[src/rtl/controlador_booth.sv]
// Sequencer for the radix-2 Booth multiplier datapath: load, add/subtract, shift, done.
// Optional completed-operation counter enabled by defining CONTADOR_OPERACIONES_EN.
module controlador_booth #(
  parameter int N  = 8,
  parameter int CW = $clog2(N + 1)
) (
  input  logic          reloj,
  input  logic          reinicio,
  input  logic          inicio,
  input  logic [1:0]    q_lsb,
  output logic          cargar,
  output logic          sumar,
  output logic          restar,
  output logic          desplazar,
  output logic          ocupado,
  output logic          listo,
  output logic [CW-1:0] iteracion
`ifdef CONTADOR_OPERACIONES_EN
  ,
  output logic [15:0]   operaciones
`endif
);

  localparam logic [2:0] REPOSO   = 3'd0;
  localparam logic [2:0] CARGA    = 3'd1;
  localparam logic [2:0] EVALUA   = 3'd2;
  localparam logic [2:0] DESPLAZA = 3'd3;
  localparam logic [2:0] FIN      = 3'd4;

  localparam logic [CW-1:0] ULTIMA = CW'(N - 1);

  logic [2:0]    estado_q, estado_d;
  logic [CW-1:0] cont_q, cont_d;
  logic          cargar_q, evalua_q, desplazar_q, ocupado_q, listo_q;

  always_comb begin
    estado_d = REPOSO;
    cont_d   = cont_q;
    case (estado_q)
      REPOSO: begin
        if (inicio) begin
          estado_d = CARGA;
          cont_d   = '0;
        end else begin
          estado_d = REPOSO;
        end
      end
      CARGA:    estado_d = EVALUA;
      EVALUA:   estado_d = DESPLAZA;
      DESPLAZA: begin
        cont_d   = cont_q + 1'b1;
        estado_d = (cont_q == ULTIMA) ? FIN : EVALUA;
      end
      FIN:      estado_d = REPOSO;
      default:  estado_d = REPOSO;
    endcase
  end

  // Strobes are decoded from the next state so every output is a flop.
  always_ff @(posedge reloj or posedge reinicio) begin
    if (reinicio) begin
      estado_q    <= REPOSO;
      cont_q      <= '0;
      cargar_q    <= 1'b0;
      evalua_q    <= 1'b0;
      desplazar_q <= 1'b0;
      ocupado_q   <= 1'b0;
      listo_q     <= 1'b0;
    end else begin
      estado_q    <= estado_d;
      cont_q      <= cont_d;
      cargar_q    <= (estado_d == CARGA);
      evalua_q    <= (estado_d == EVALUA);
      desplazar_q <= (estado_d == DESPLAZA);
      ocupado_q   <= (estado_d != REPOSO);
      listo_q     <= (estado_d == FIN);
    end
  end

  // q_lsb only becomes valid after the load, so add/subtract are gated by the EVALUA flop.
  assign sumar     = evalua_q & (q_lsb == 2'b01);
  assign restar    = evalua_q & (q_lsb == 2'b10);
  assign cargar    = cargar_q;
  assign desplazar = desplazar_q;
  assign ocupado   = ocupado_q;
  assign listo     = listo_q;
  assign iteracion = cont_q;

`ifdef CONTADOR_OPERACIONES_EN
  logic [15:0] operaciones_q;

  always_ff @(posedge reloj or posedge reinicio) begin
    if (reinicio) begin
      operaciones_q <= '0;
    end else if (estado_d == FIN) begin
      operaciones_q <= operaciones_q + 16'd1;
    end
  end

  assign operaciones = operaciones_q;
`endif

endmodule

[config.mk]
export PLATFORM = sky130hd
export DESIGN_NAME = controlador_booth
export DESIGN_NICKNAME = d
export VERILOG_FILES = /design/src/rtl/controlador_booth.sv
export SDC_FILE = /design/constraint.sdc
export NUM_CORES = 1
export LEC_CHECK = 0
export ABC_CLOCK_PERIOD_IN_PS = 1450
export BUFFER_PORTS_ARGS = -buffer_cell sky130_fd_sc_hd__buf_2
export CORE_AREA = 2 2 39 41
export CTS_BUF_LIST = sky130_fd_sc_hd__clkbuf_8
export CTS_CLUSTER_DIAMETER = 100
export DETAILED_ROUTE_END_ITERATION = 10
export DIE_AREA = 0 0 41 43
export SYNTH_ARGS = -nofsm -noshare
export SYNTH_HDL_FRONTEND = slang
export SYNTH_SLANG_ARGS = --single-unit
[constraint.sdc]
create_clock -name reloj -period 1.45 [get_ports reloj]
set_clock_uncertainty 0.05 [all_clocks]
set_input_delay 0.29 -clock reloj [delete_from_list [all_inputs] [get_ports reloj]]
set_output_delay 0.29 -clock reloj [all_outputs]
set_load 0.01 [all_outputs]
==> flow_metrics.env, run 1 <==
export IMPL_muxShareOfSynthArea=0.0190
export IMPL_worst_r2r_path_depth=3
export IMPL_met3RoutedLength_um=65
export IMPL_global_route_wire_length_before_repair_mm=1.57
export IMPL_drt_iter0_markers=9
export IMPL_startpoint_type="flip-flop"
export IMPL_postCtsSetupRepairBufs=0
export IMPL_floorplan_die_width_um=41
export IMPL_drc=0
export IMPL_met2RoutedLength_um=443
export IMPL_antenna_cells=0
export IMPL_synth_adder_area_share=0.0238
export IMPL_postCtsHoldBufs=0
export IMPL_slew_viol_final=0
export IMPL_grt_max_degree=13
export IMPL_postSynthAreaPerCell_um2=10.5
export IMPL_timing_setup_tns_ps=0
export IMPL_netlist_area_um2=526
export IMPL_dominant_combinational_cell_family_by_area_after_synthesis="simple AND/OR/NAND/NOR gates"
export IMPL_die_h_um=43
export IMPL_finalCriticalPeriod_ps=1280
export IMPL_finalHoldViolCount=0
export IMPL_clkLatencyLatePin_ps=230
export IMPL_detailedRoute_firstPassIterationCount=4
export IMPL_synth_simple_gate_area_frac=0.238
export IMPL_postSynthRegisterBits=12
export IMPL_die_area_um2=1760
export IMPL_drive_gt1_frac=0.328
export IMPL_critPathMaxFanout=5
export IMPL_grt_overflow_total=0
export IMPL_nFillCells=139
export IMPL_setup_violations=0
export IMPL_grt_setup_unrepaired="false"
export IMPL_seq_area_frac_synth=0.571
export IMPL_cts_repair_resized=0
export IMPL_effective_utilization_at_floorplan=0.380
export IMPL_synth_warning_count=0
export IMPL_worst_slew_pin_slew_ps=458
export IMPL_port_buffers=14
export IMPL_syn_num_nets=56
export IMPL_antenna_left=0
export IMPL_route_vias_total=427
export IMPL_postLayoutCoreUtil=0.477
export IMPL_drt_met1_wl_um=463
export IMPL_crit_reg2reg_capture="iteracion[3]"
export IMPL_synth_compound_gate_area_share=0.105
export IMPL_synth_cell_type_count=23
export IMPL_setup_worst_path_class="flip-flop to flip-flop"
export IMPL_rows=14
export IMPL_cts_inserted_buffers=3
export IMPL_crit_path_end_kind="flip-flop"
export IMPL_clock_path_buffers=2
export IMPL_clkSinkCount=12
export IMPL_number_of_antenna_violations_at_the_first_check_in_global_routing=0
export IMPL_routed_wirelength_um=987
export IMPL_dp_hpwl_um=692
export IMPL_slew_headroom=0.695
export IMPL_worstPathRequired_ps=1510
export IMPL_number_of_global_route_vias_before_repair=368
export IMPL_synth_xor_xnor_area_share=0
export IMPL_ff2ff_setup_slack_ps=170
export IMPL_synthCells=50
export IMPL_dr_max_layer_used="met4"
export IMPL_tritoncts="built"
export IMPL_clk_pin_slew_ps=50
export IMPL_post_route_period_util=0.883
export IMPL_r2r_start="estado_q[1]"
export IMPL_gp_congestion=0.813
export IMPL_cts_root_buf="sky130_fd_sc_hd__clkbuf_8"
export IMPL_grt_use_total=0.138
export IMPL_wl_per_cell_um=11.9
export IMPL_arrival_ps=1340
export IMPL_cellLeakagePower_nw=0.326
export IMPL_place_inst=80
export IMPL_finalNonFillerCells=83
export IMPL_vias_per_cell=5.14
export IMPL_power_density_nw_per_um2=2190
export IMPL_finish_net_count=75
export IMPL_outcome="finished, final reports clean"
export IMPL_timing_fmax_ghz=0.781
export IMPL_hold_class="primary input to asynchronous set/reset pin"
export IMPL_vdd_ir_drop_max_mv=1.10
export IMPL_syn2layout_area_growth_pct=25.7
export IMPL_core_region_area_um2=1380
export IMPL_num_io_pins=15
export IMPL_max_cap_violations=0
export IMPL_clock_tree_htree_level_count=1
## worst max path at each step
stage,to,cells after the start,startpoint
after global routing,iteracion[3],3,estado_q[1]
final,iteracion[3],3,estado_q[1]
after global placement,iteracion[3],3,estado_q[1]
after detailed placement,iteracion[1],3,estado_q[1]
after floorplan,iteracion[1],3,iteracion[0]
after CTS,iteracion[3],3,estado_q[1]
## critical path, stage by stage, from the launching register on
cell                      delay (ps)
sky130_fd_sc_hd__dfrtp_1         380
sky130_fd_sc_hd__or3b_4          430
sky130_fd_sc_hd__o21ai_0         200
sky130_fd_sc_hd__mux2i_1         100
## state kept, by name (all words and copies together) (netlist names)
| register | cells |
|---|---|
| cargar | 1 |
| desplazar | 1 |
| estado_q | 3 |
| evalua_q | 1 |
| iteracion | 4 |
| listo | 1 |
| ocupado | 1 |
## cell usage in the layout (no fill, tap or decap)
cell type | Yosys | routed
sky130_fd_sc_hd__a21oi_1 | 4 | 4
sky130_fd_sc_hd__a31oi_1 | 1 | 1
sky130_fd_sc_hd__and3b_1 | 1 | 1
sky130_fd_sc_hd__and3b_2 | 1 | 1
sky130_fd_sc_hd__buf_2 | 0 | 14
sky130_fd_sc_hd__buf_4 | 2 | 3
sky130_fd_sc_hd__clkbuf_8 | 0 | 3
sky130_fd_sc_hd__dfrtp_1 | 12 | 12
sky130_fd_sc_hd__ha_1 | 1 | 1
sky130_fd_sc_hd__inv_1 | 1 | 1
sky130_fd_sc_hd__mux2i_1 | 1 | 1
sky130_fd_sc_hd__nand2_1 | 3 | 3
sky130_fd_sc_hd__nand2b_1 | 1 | 1
sky130_fd_sc_hd__nand3_1 | 1 | 1
sky130_fd_sc_hd__nand4_1 | 2 | 2
sky130_fd_sc_hd__nor2_1 | 8 | 8
sky130_fd_sc_hd__nor3_1 | 2 | 2
sky130_fd_sc_hd__nor3b_1 | 1 | 1
sky130_fd_sc_hd__nor4_1 | 2 | 2
sky130_fd_sc_hd__o21a_1 | 1 | 1
sky130_fd_sc_hd__o21ai_0 | 1 | 1
sky130_fd_sc_hd__o21bai_1 | 1 | 1
sky130_fd_sc_hd__o22a_1 | 1 | 1
sky130_fd_sc_hd__or3b_4 | 1 | 1
## metrics by stage
step           hold slack, ps  setup slack, ps  area (um2)  power [mW]
2_1_floorplan             105              222         526       0.974
3_5_place_dp              278              198         619        1.16
3_3_place_gp              278              189         619        1.15
6_report                 7.25              170         661        1.45
4_1_cts                  29.9              171         661        1.45
5_1_grt                  68.5             86.2         661        1.56
## area by class of cell
class                   instances  area [um2]  area share
inverters                       1        3.75     0.00568
well taps                      16        20.0      0.0303
repair buffers                 17        92.6       0.140
multi-input cells              34         203       0.307
flip-flops and latches         12         300       0.455
clock buffers                   3        41.3      0.0625
## power by group
part | switching (mW) | internal, mW
clock | 0.109 | 0.182
sequential | 0.0949 | 0.469
combinational | 0.321 | 0.273
## cell usage after synthesis
| library cell | number | share of area |
|---|---|---|
| sky130_fd_sc_hd__dfrtp_1 | 12 | 0.57 |
| sky130_fd_sc_hd__nor2_1 | 8 | 0.057 |
| sky130_fd_sc_hd__a21oi_1 | 4 | 0.038 |
| sky130_fd_sc_hd__nand2_1 | 3 | 0.021 |
| sky130_fd_sc_hd__buf_4 | 2 | 0.029 |
| sky130_fd_sc_hd__nand4_1 | 2 | 0.024 |
| sky130_fd_sc_hd__nor3_1 | 2 | 0.019 |
| sky130_fd_sc_hd__nor4_1 | 2 | 0.024 |
| sky130_fd_sc_hd__a31oi_1 | 1 | 0.012 |
| sky130_fd_sc_hd__and3b_1 | 1 | 0.017 |
| sky130_fd_sc_hd__and3b_2 | 1 | 0.019 |
| sky130_fd_sc_hd__clkbuf_1 | 1 | 0.0071 |
| sky130_fd_sc_hd__ha_1 | 1 | 0.024 |
| sky130_fd_sc_hd__inv_1 | 1 | 0.0071 |
| sky130_fd_sc_hd__mux2i_1 | 1 | 0.019 |
| sky130_fd_sc_hd__nand2b_1 | 1 | 0.012 |
| sky130_fd_sc_hd__nand3_1 | 1 | 0.0095 |
| sky130_fd_sc_hd__nor3b_1 | 1 | 0.014 |
| sky130_fd_sc_hd__o21a_1 | 1 | 0.014 |
| sky130_fd_sc_hd__o21ai_0 | 1 | 0.0095 |
| sky130_fd_sc_hd__o21bai_1 | 1 | 0.014 |
| sky130_fd_sc_hd__o22a_1 | 1 | 0.017 |
| sky130_fd_sc_hd__or3b_4 | 1 | 0.021 |
## per-layer routing
metal | track usage | vias to the layer above
met2 | 0.203 | 12
met4 | 0.0800 | 0
met3 | 0.0314 | 2
met1 | 0.177 | 200
li1 | - | 213
met5 | 0 | -
## cells by family (layout without fill, tap and decap cells)
family / after synthesis / after routing
flops: 12 / 12
mux: 1 / 1
buf+inv: 4 / 21
simple gates: 23 / 23
compound gates: 9 / 9
fa+ha+maj: 1 / 1
No activity file was read; power rests on OpenSTA's default activity.
==> inputs of run 2 (changes only) <==
--- a/config.mk
+++ b/config.mk
@@ -5,6 +5,7 @@
 export SDC_FILE = /design/constraint.sdc
 export NUM_CORES = 1
 export LEC_CHECK = 0
+export ABC_AREA = 1
 export ABC_CLOCK_PERIOD_IN_PS = 1450
 export BUFFER_PORTS_ARGS = -buffer_cell sky130_fd_sc_hd__buf_2
 export CORE_AREA = 2 2 39 41
@@ -12,6 +13,7 @@
 export CTS_CLUSTER_DIAMETER = 100
 export DETAILED_ROUTE_END_ITERATION = 10
 export DIE_AREA = 0 0 41 43
+export GPL_TIMING_DRIVEN = 0
 export SYNTH_ARGS = -nofsm -noshare
 export SYNTH_HDL_FRONTEND = slang
 export SYNTH_SLANG_ARGS = --single-unit
==> run 2 against run 1 <==
  * The flow now finishes with violations (hold timing)
  * Sequential power up 4%
  * Via count is 1.9% lower
  * Die area did not move
  * Register-to-register slack improved by 120 ps
  * Setup slack improved by 100 ps
  * Routed wire length fell by 5.6%
  * Synthesized cell count is 20% higher
  * Critical path depth is the same
  * Total power shrank 2.0%
  * Critical path type is now flip-flop to primary output
  * Critical endpoint is now restar
  * Largest cell class unchanged
==> flow_metrics.env, run 2 <==
export IMPL_critPathMaxFanout=2
export IMPL_worst_r2r_path_depth=6
export IMPL_wl_per_cell_um=10.0
export IMPL_synth_cell_type_count=13
export IMPL_die_h_um=43
export IMPL_slowest_stage="sky130_fd_sc_hd__dfrtp_1"
export IMPL_slew_headroom=0.712
export IMPL_hold_class="primary input to asynchronous set/reset pin"
export IMPL_cellLeakagePower_nw=0.384
export IMPL_grt_overflow_total=0
export IMPL_die_area_um2=1760
export IMPL_max_stage_delay_ps=340
export IMPL_core_region_area_um2=1380
export IMPL_rows=14
export IMPL_tritoncts="built"
export IMPL_route_vias_total=419
export IMPL_postLayoutCoreUtil=0.471
export IMPL_postSynthAreaPerCell_um2=8.67
export IMPL_power_density_nw_per_um2=2180
export IMPL_pre_cts_ws_ps=287
export IMPL_seq_area_frac_synth=0.577
export IMPL_syn2layout_area_growth_pct=25.2
export IMPL_clock_tree_htree_level_count=1
export IMPL_drt_iter0_markers=7
export IMPL_postCtsSetupRepairBufs=0
export IMPL_worst_path_dominant_cell_family="flip-flops"
export IMPL_dp_hpwl_um=684
export IMPL_grt_max_degree=13
export IMPL_timing_fmax_ghz=0.848
export IMPL_routed_wirelength_um=932
export IMPL_global_route_wire_length_before_repair_mm=1.50
export IMPL_r2r_start="iteracion[0]"
export IMPL_postSynth_topFlopCell="sky130_fd_sc_hd__dfrtp_1"
export IMPL_dpl_cell_area_um2=611
export IMPL_number_of_global_route_vias_before_repair=389
export IMPL_finalNonFillerCells=93
export IMPL_place_inst=90
export IMPL_synth_top_cells_by_area="sky130_fd_sc_hd__dfrtp_1, sky130_fd_sc_hd__nand2_1, sky130_fd_sc_hd__nor2_1"
export IMPL_path_depth=3
export IMPL_worst_slew_pin_slew_ps=431
export IMPL_cp_endpoint="restar"
export IMPL_max_cap_violations=0
export IMPL_netlist_area_um2=520
export IMPL_num_io_pins=15
export IMPL_ys_top_cells_by_count="sky130_fd_sc_hd__nand2_1, sky130_fd_sc_hd__dfrtp_1, sky130_fd_sc_hd__nor2_1, sky130_fd_sc_hd__inv_1, sky130_fd_sc_hd__nand3_1"
export IMPL_number_of_antenna_violations_at_the_first_check_in_global_routing=0
export IMPL_setup_ws_ps=271
export IMPL_cts_inserted_buffers=3
export IMPL_fin_hold_ws_ps=-5.70
export IMPL_post_route_period_util=0.813
export IMPL_antenna_left=0
export IMPL_setup_violations=0
export IMPL_floorplan_die_width_um=41
export IMPL_clock_path_buffers=2
export IMPL_port_buffers=14
export IMPL_grt_setup_unrepaired="false"
export IMPL_postSynth_asyncResetShare=1.00
export IMPL_vias_per_cell=4.51
export IMPL_synth_most_common_cell="sky130_fd_sc_hd__nand2_1"
export IMPL_startpoint_type="flip-flop"
export IMPL_drive_gt1_frac=0.286
export IMPL_synth_top_cell_area_share=0.577
export IMPL_post_layout_total_power_mw=1.42
export IMPL_outcome="finished, violations left"
export IMPL_synthCells=60
export IMPL_effective_utilization_at_floorplan=0.376
export IMPL_finish_net_count=85
export IMPL_crit_path_end_kind="primary output"
export IMPL_synth_edf_count=0
export IMPL_cts_repair_resized=0
export IMPL_detailedRoute_firstPassIterationCount=4
export IMPL_synth_warning_count=0
export IMPL_clkSinkCount=12
export IMPL_post_synth_top_area_cell="sky130_fd_sc_hd__dfrtp_1"
export IMPL_antenna_cells=0
export IMPL_setup_worst_path_start="evalua_q"
export IMPL_slew_viol_final=0
export IMPL_critical_path_n_buffers_inverters=1
export IMPL_post_route_cell_area_um2=652
export IMPL_drc=0
export IMPL_gp_congestion=0.725
export IMPL_arrival_ps=840
export IMPL_layout_cells_most_common_list="sky130_fd_sc_hd__buf_2, sky130_fd_sc_hd__nand2_1, sky130_fd_sc_hd__dfrtp_1"
export IMPL_worstPathRequired_ps=1110
export IMPL_mostFrequentLayoutCell="sky130_fd_sc_hd__buf_2"
export IMPL_finalCriticalPeriod_ps=1180
export IMPL_path_cells="nand2_1 -> nor2_1 -> buf_2"
export IMPL_syn_num_nets=66
export IMPL_postCtsHoldBufs=0
export IMPL_finalHoldViolCount=12
export IMPL_cts_root_buf="sky130_fd_sc_hd__clkbuf_8"
export IMPL_setup_worst_path_class="flip-flop to primary output"
export IMPL_vdd_ir_drop_max_mv=0.767
export IMPL_postSynthRegisterBits=12
export IMPL_crit_reg2reg_capture="evalua_q"
export IMPL_ff2ff_setup_slack_ps=290
export IMPL_clk_pin_slew_ps=50
export IMPL_timing_setup_tns_ps=0
export IMPL_grt_use_total=0.135
export IMPL_violations_in_the_final_reports="hold timing"
export IMPL_clkLatencyLatePin_ps=230
export IMPL_largest_register_ffs=4
-- run 2: cell count changes after synthesis, moves of 4 or more --
cell,delta
sky130_fd_sc_hd__nand2_1,+10
sky130_fd_sc_hd__inv_1,+8
sky130_fd_sc_hd__nand3_1,+6
sky130_fd_sc_hd__a21oi_1,-4
-- run 2: how the worst min path moves through the flow --
stage | to | cells after the start | startpoint
2_1_floorplan | cargar | 1 | reinicio
6_report | desplazar | 2 | reinicio
3_5_place_dp | desplazar | 2 | reinicio
3_3_place_gp | cargar | 2 | reinicio
4_1_cts | desplazar | 2 | reinicio
5_1_grt | cargar | 2 | reinicio
-- run 2: report_power, final --
group          internal, mW  leakage (nW)  switching, mW
Clock                 0.182        0.0216          0.108
Combinational         0.224         0.218          0.321
Sequential            0.468         0.145          0.116
Total                 0.874         0.384          0.545
-- run 2: final cells by class --
class | count | area (um2)
clock buffers | 3 | 41.3
inverters | 10 | 37.5
fillers | 140 | 732
multi-input cells | 38 | 183
repair buffers | 14 | 70.1
well taps | 16 | 20.0
flip-flops and latches | 12 | 300
-- run 2: cell families after synthesis --
family                     after synthesis  synth area share
and+or+nand+nor                         36             0.313
DFF                                     12             0.577
buffers and inverters                   10            0.0721
AOI/OAI and AO/OA                        1            0.0144
adders and majority gates                1            0.0240
-- run 2: routing by layer --
| layer | track usage | share of wire | routed length [um] | vias up |
|---|---|---|---|---|
| met4 | 0.140 | 0.020 | 19 | 0 |
| met3 | 0.0314 | 0.020 | 19 | 2 |
| li1 | - | - | - | 219 |
| met5 | 0 | 0 | 0 | - |
| met2 | 0.197 | 0.53 | 491 | 5 |
| met1 | 0.143 | 0.43 | 400 | 193 |
-- run 2: worst reg2reg max path, cell delays in order (launching register included) --
cell	delay, ps
sky130_fd_sc_hd__dfrtp_1	430
sky130_fd_sc_hd__ha_1	230
sky130_fd_sc_hd__nand2_1	60
sky130_fd_sc_hd__inv_1	50
sky130_fd_sc_hd__nand2_1	100
sky130_fd_sc_hd__nand2_1	100
sky130_fd_sc_hd__nor2_2	80
==> inputs of run 3 (changes only) <==
--- a/config.mk
+++ b/config.mk
@@ -5,8 +5,8 @@
 export SDC_FILE = /design/constraint.sdc
 export NUM_CORES = 1
 export LEC_CHECK = 0
-export ABC_AREA = 1
-export ABC_CLOCK_PERIOD_IN_PS = 1450
+export ABC_AREA = 0
+export ABC_CLOCK_PERIOD_IN_PS = 1200
 export BUFFER_PORTS_ARGS = -buffer_cell sky130_fd_sc_hd__buf_2
 export CORE_AREA = 2 2 39 41
 export CTS_BUF_LIST = sky130_fd_sc_hd__clkbuf_8
==> constraint.sdc (replaced) <==
create_clock -name reloj -period 1.2 [get_ports reloj]
set_clock_uncertainty 0.05 [all_clocks]
set_input_delay 0.24 -clock reloj [delete_from_list [all_inputs] [get_ports reloj]]
set_output_delay 0.24 -clock reloj [all_outputs]
set_load 0.01 [all_outputs]
==> run 3 against run 2 <==
  * Sequential share of layout area is 2.1 points lower
  * Critical path depth is the same
  * Sequential power increased by 18%
  * The flow finishes with violations (setup timing)
  * Critical path type is now flip-flop to flip-flop
  * Register-to-register slack worse by 340 ps
==> flow_metrics.env, run 3 (synthesized netlist as in run 1, its figures left out) <==
export IMPL_outcome="finished, violations left"
export IMPL_violations_in_the_final_reports="setup timing"
export IMPL_cts_inserted_buffers=3
export IMPL_worst_hold_startpoint="inicio"
export IMPL_setup_ws_ps=-47.9
export IMPL_slew_headroom=0.701
export IMPL_clk_pin_slew_ps=50
export IMPL_setup_worst_path_class="flip-flop to flip-flop"
export IMPL_wl_per_cell_um=12.0
export IMPL_pre_cts_ws_ps=-58.6
export IMPL_cts_root_buf="sky130_fd_sc_hd__clkbuf_8"
export IMPL_finalNonFillerCells=85
export IMPL_vdd_ir_drop_max_mv=1.14
export IMPL_number_of_antenna_violations_at_the_first_check_in_global_routing=0
export IMPL_crit_reg2reg_capture="iteracion[1]"
export IMPL_core_region_area_um2=1380
export IMPL_number_of_global_route_vias_before_repair=397
export IMPL_finish_net_count=77
export IMPL_hold_class="primary input to flip-flop"
export IMPL_grt_busiest_layer="met2"
export IMPL_hold_path_cell_count=3
export IMPL_worst_slew_pin_slew_ps=449
export IMPL_port_buffers=14
export IMPL_floorplan_die_width_um=41
export IMPL_largest_register_ffs=4
export IMPL_effective_utilization_at_floorplan=0.380
export IMPL_startpoint_type="flip-flop"
export IMPL_route_vias_total=421
export IMPL_detailedRoute_firstPassIterationCount=3
export IMPL_worst_r2r_path_depth=3
export IMPL_mostFrequentLayoutCell="sky130_fd_sc_hd__buf_2"
export IMPL_worstPathRequired_ps=1270
export IMPL_grt_max_degree=13
export IMPL_max_stage_delay_ps=430
export IMPL_layout_cells_most_common_list="sky130_fd_sc_hd__buf_2, sky130_fd_sc_hd__dfrtp_1, sky130_fd_sc_hd__nor2_1"
export IMPL_rows=14
export IMPL_grtUsageMet3=0.0524
export IMPL_grt_use_total=0.160
export IMPL_timing_fmax_ghz=0.801
export IMPL_clkLatencyLatePin_ps=240
export IMPL_power_density_nw_per_um2=2610
export IMPL_syn2layout_area_growth_pct=30.0
export IMPL_clkSinkCount=12
export IMPL_global_route_wire_length_before_repair_mm=1.77
export IMPL_ff2ff_setup_slack_ps=-50
export IMPL_crit_path_end_kind="flip-flop"
export IMPL_grt_overflow_total=0
export IMPL_vias_per_cell=4.95
export IMPL_clock_tree_htree_level_count=1
export IMPL_antenna_left=0
export IMPL_dp_hpwl_um=663
export IMPL_antenna_cells=0
export IMPL_fin_hold_ws_ps=194
export IMPL_arrival_ps=1320
export IMPL_routed_wirelength_mm=1.02
export IMPL_cellLeakagePower_nw=0.333
export IMPL_drive_gt1_frac=0.377
export IMPL_path_cells="or3b_4 -> o21a_1 -> o22a_1"
export IMPL_grtUsageMet1=0.190
export IMPL_grt_setup_unrepaired="true"
export IMPL_die_h_um=43
export IMPL_slowest_stage="sky130_fd_sc_hd__or3b_4"
export IMPL_critPathMaxFanout=5
export IMPL_clock_path_buffers=2
export IMPL_finalHoldViolCount=0
export IMPL_grt_util_met2=0.219
export IMPL_drc=0
export IMPL_tritoncts="built"
export IMPL_r2r_start="estado_q[0]"
export IMPL_gp_congestion=0.708
export IMPL_die_area_um2=1760
export IMPL_post_route_period_util=1.04
export IMPL_num_io_pins=15
export IMPL_drt_iter0_markers=5
export IMPL_worstHoldEndpoint="ocupado"
export IMPL_max_cap_violations=0
export IMPL_timing_setup_tns_ps=-61.2
export IMPL_setup_violations=2
export IMPL_postLayoutCoreUtil=0.494
export IMPL_finalCriticalPeriod_ps=1250
export IMPL_place_inst=80
export IMPL_slew_viol_final=0
==> run 3: cell count changes in the layout (fill, tap and decap cells not counted), moves of 2 or more <==
cell / change
sky130_fd_sc_hd__a21oi_1: +4
sky130_fd_sc_hd__buf_4: +3
sky130_fd_sc_hd__inv_1: -8
sky130_fd_sc_hd__nand2_1: -11
sky130_fd_sc_hd__nand3_1: -6
sky130_fd_sc_hd__nor2_1: -3
sky130_fd_sc_hd__nor3_1: +2
sky130_fd_sc_hd__nor4_1: +2
==> run 3: worst max-delay path by stage <==
stage | from | to | slack (ps) | cells past startpoint
finish | estado_q[0] | iteracion[1] | -50 | 3
detailed placement | estado_q[1] | iteracion[1] | -60 | 3
CTS | estado_q[0] | iteracion[1] | -60 | 3
floorplan | iteracion[1] | iteracion[1] | 1 | 3
global placement | estado_q[1] | iteracion[1] | -50 | 3
global route | estado_q[0] | iteracion[1] | -80 | 3
==> run 3: power by group <==
part | total [mW] | internal (mW) | leakage [nW] | switching, mW
logic | 0.733 | 0.344 | 0.169 | 0.388
clock network | 0.363 | 0.221 | 0.0216 | 0.142
registers | 0.689 | 0.567 | 0.142 | 0.122
==> run 3: layout make-up <==
class,count,area (um2)
inverter,1,3.75
tap,16,20.0
buffer,3,20.0
sequential,12,300
clock buffer,3,41.3
timing repair buffer,16,87.6
multi-input combinational,34,210
fill,138,701
==> run 3: what timing repair did <==
item | 4_1_cts | 5_1_grt
hold buffers | 1 | 0
setup endpoints to repair | 2 | 9
hold endpoints to repair | 12 | 0
gates resized for setup | 0 | 6
pin swaps | 1 | 2
buffers inserted | 1 | 0
==> run 3: worst max-delay path: cells and delay by family, from the launching register on <==
kind | cells | cell delay (ps)
simple gates | 1 | 430
flops | 1 | 380
compound gates | 2 | 270
==> run 3: stage by stage <==
| step | total power, mW | instance area, um2 |
|---|---|---|
| floorplan | 1.18 | 526 |
| global placement | 1.38 | 616 |
| detailed placement | 1.39 | 616 |
| CTS | 1.78 | 674 |
| global route | 1.94 | 683 |
| finish | 1.78 | 683 |
==> run 3: metal layers <==
layer	share of wire	wire length, um	up-vias
met5	0	0	-
met4	0.042	43	0
met3	0.069	71	5
met2	0.44	453	16
met1	0.45	456	186
li1	-	-	214
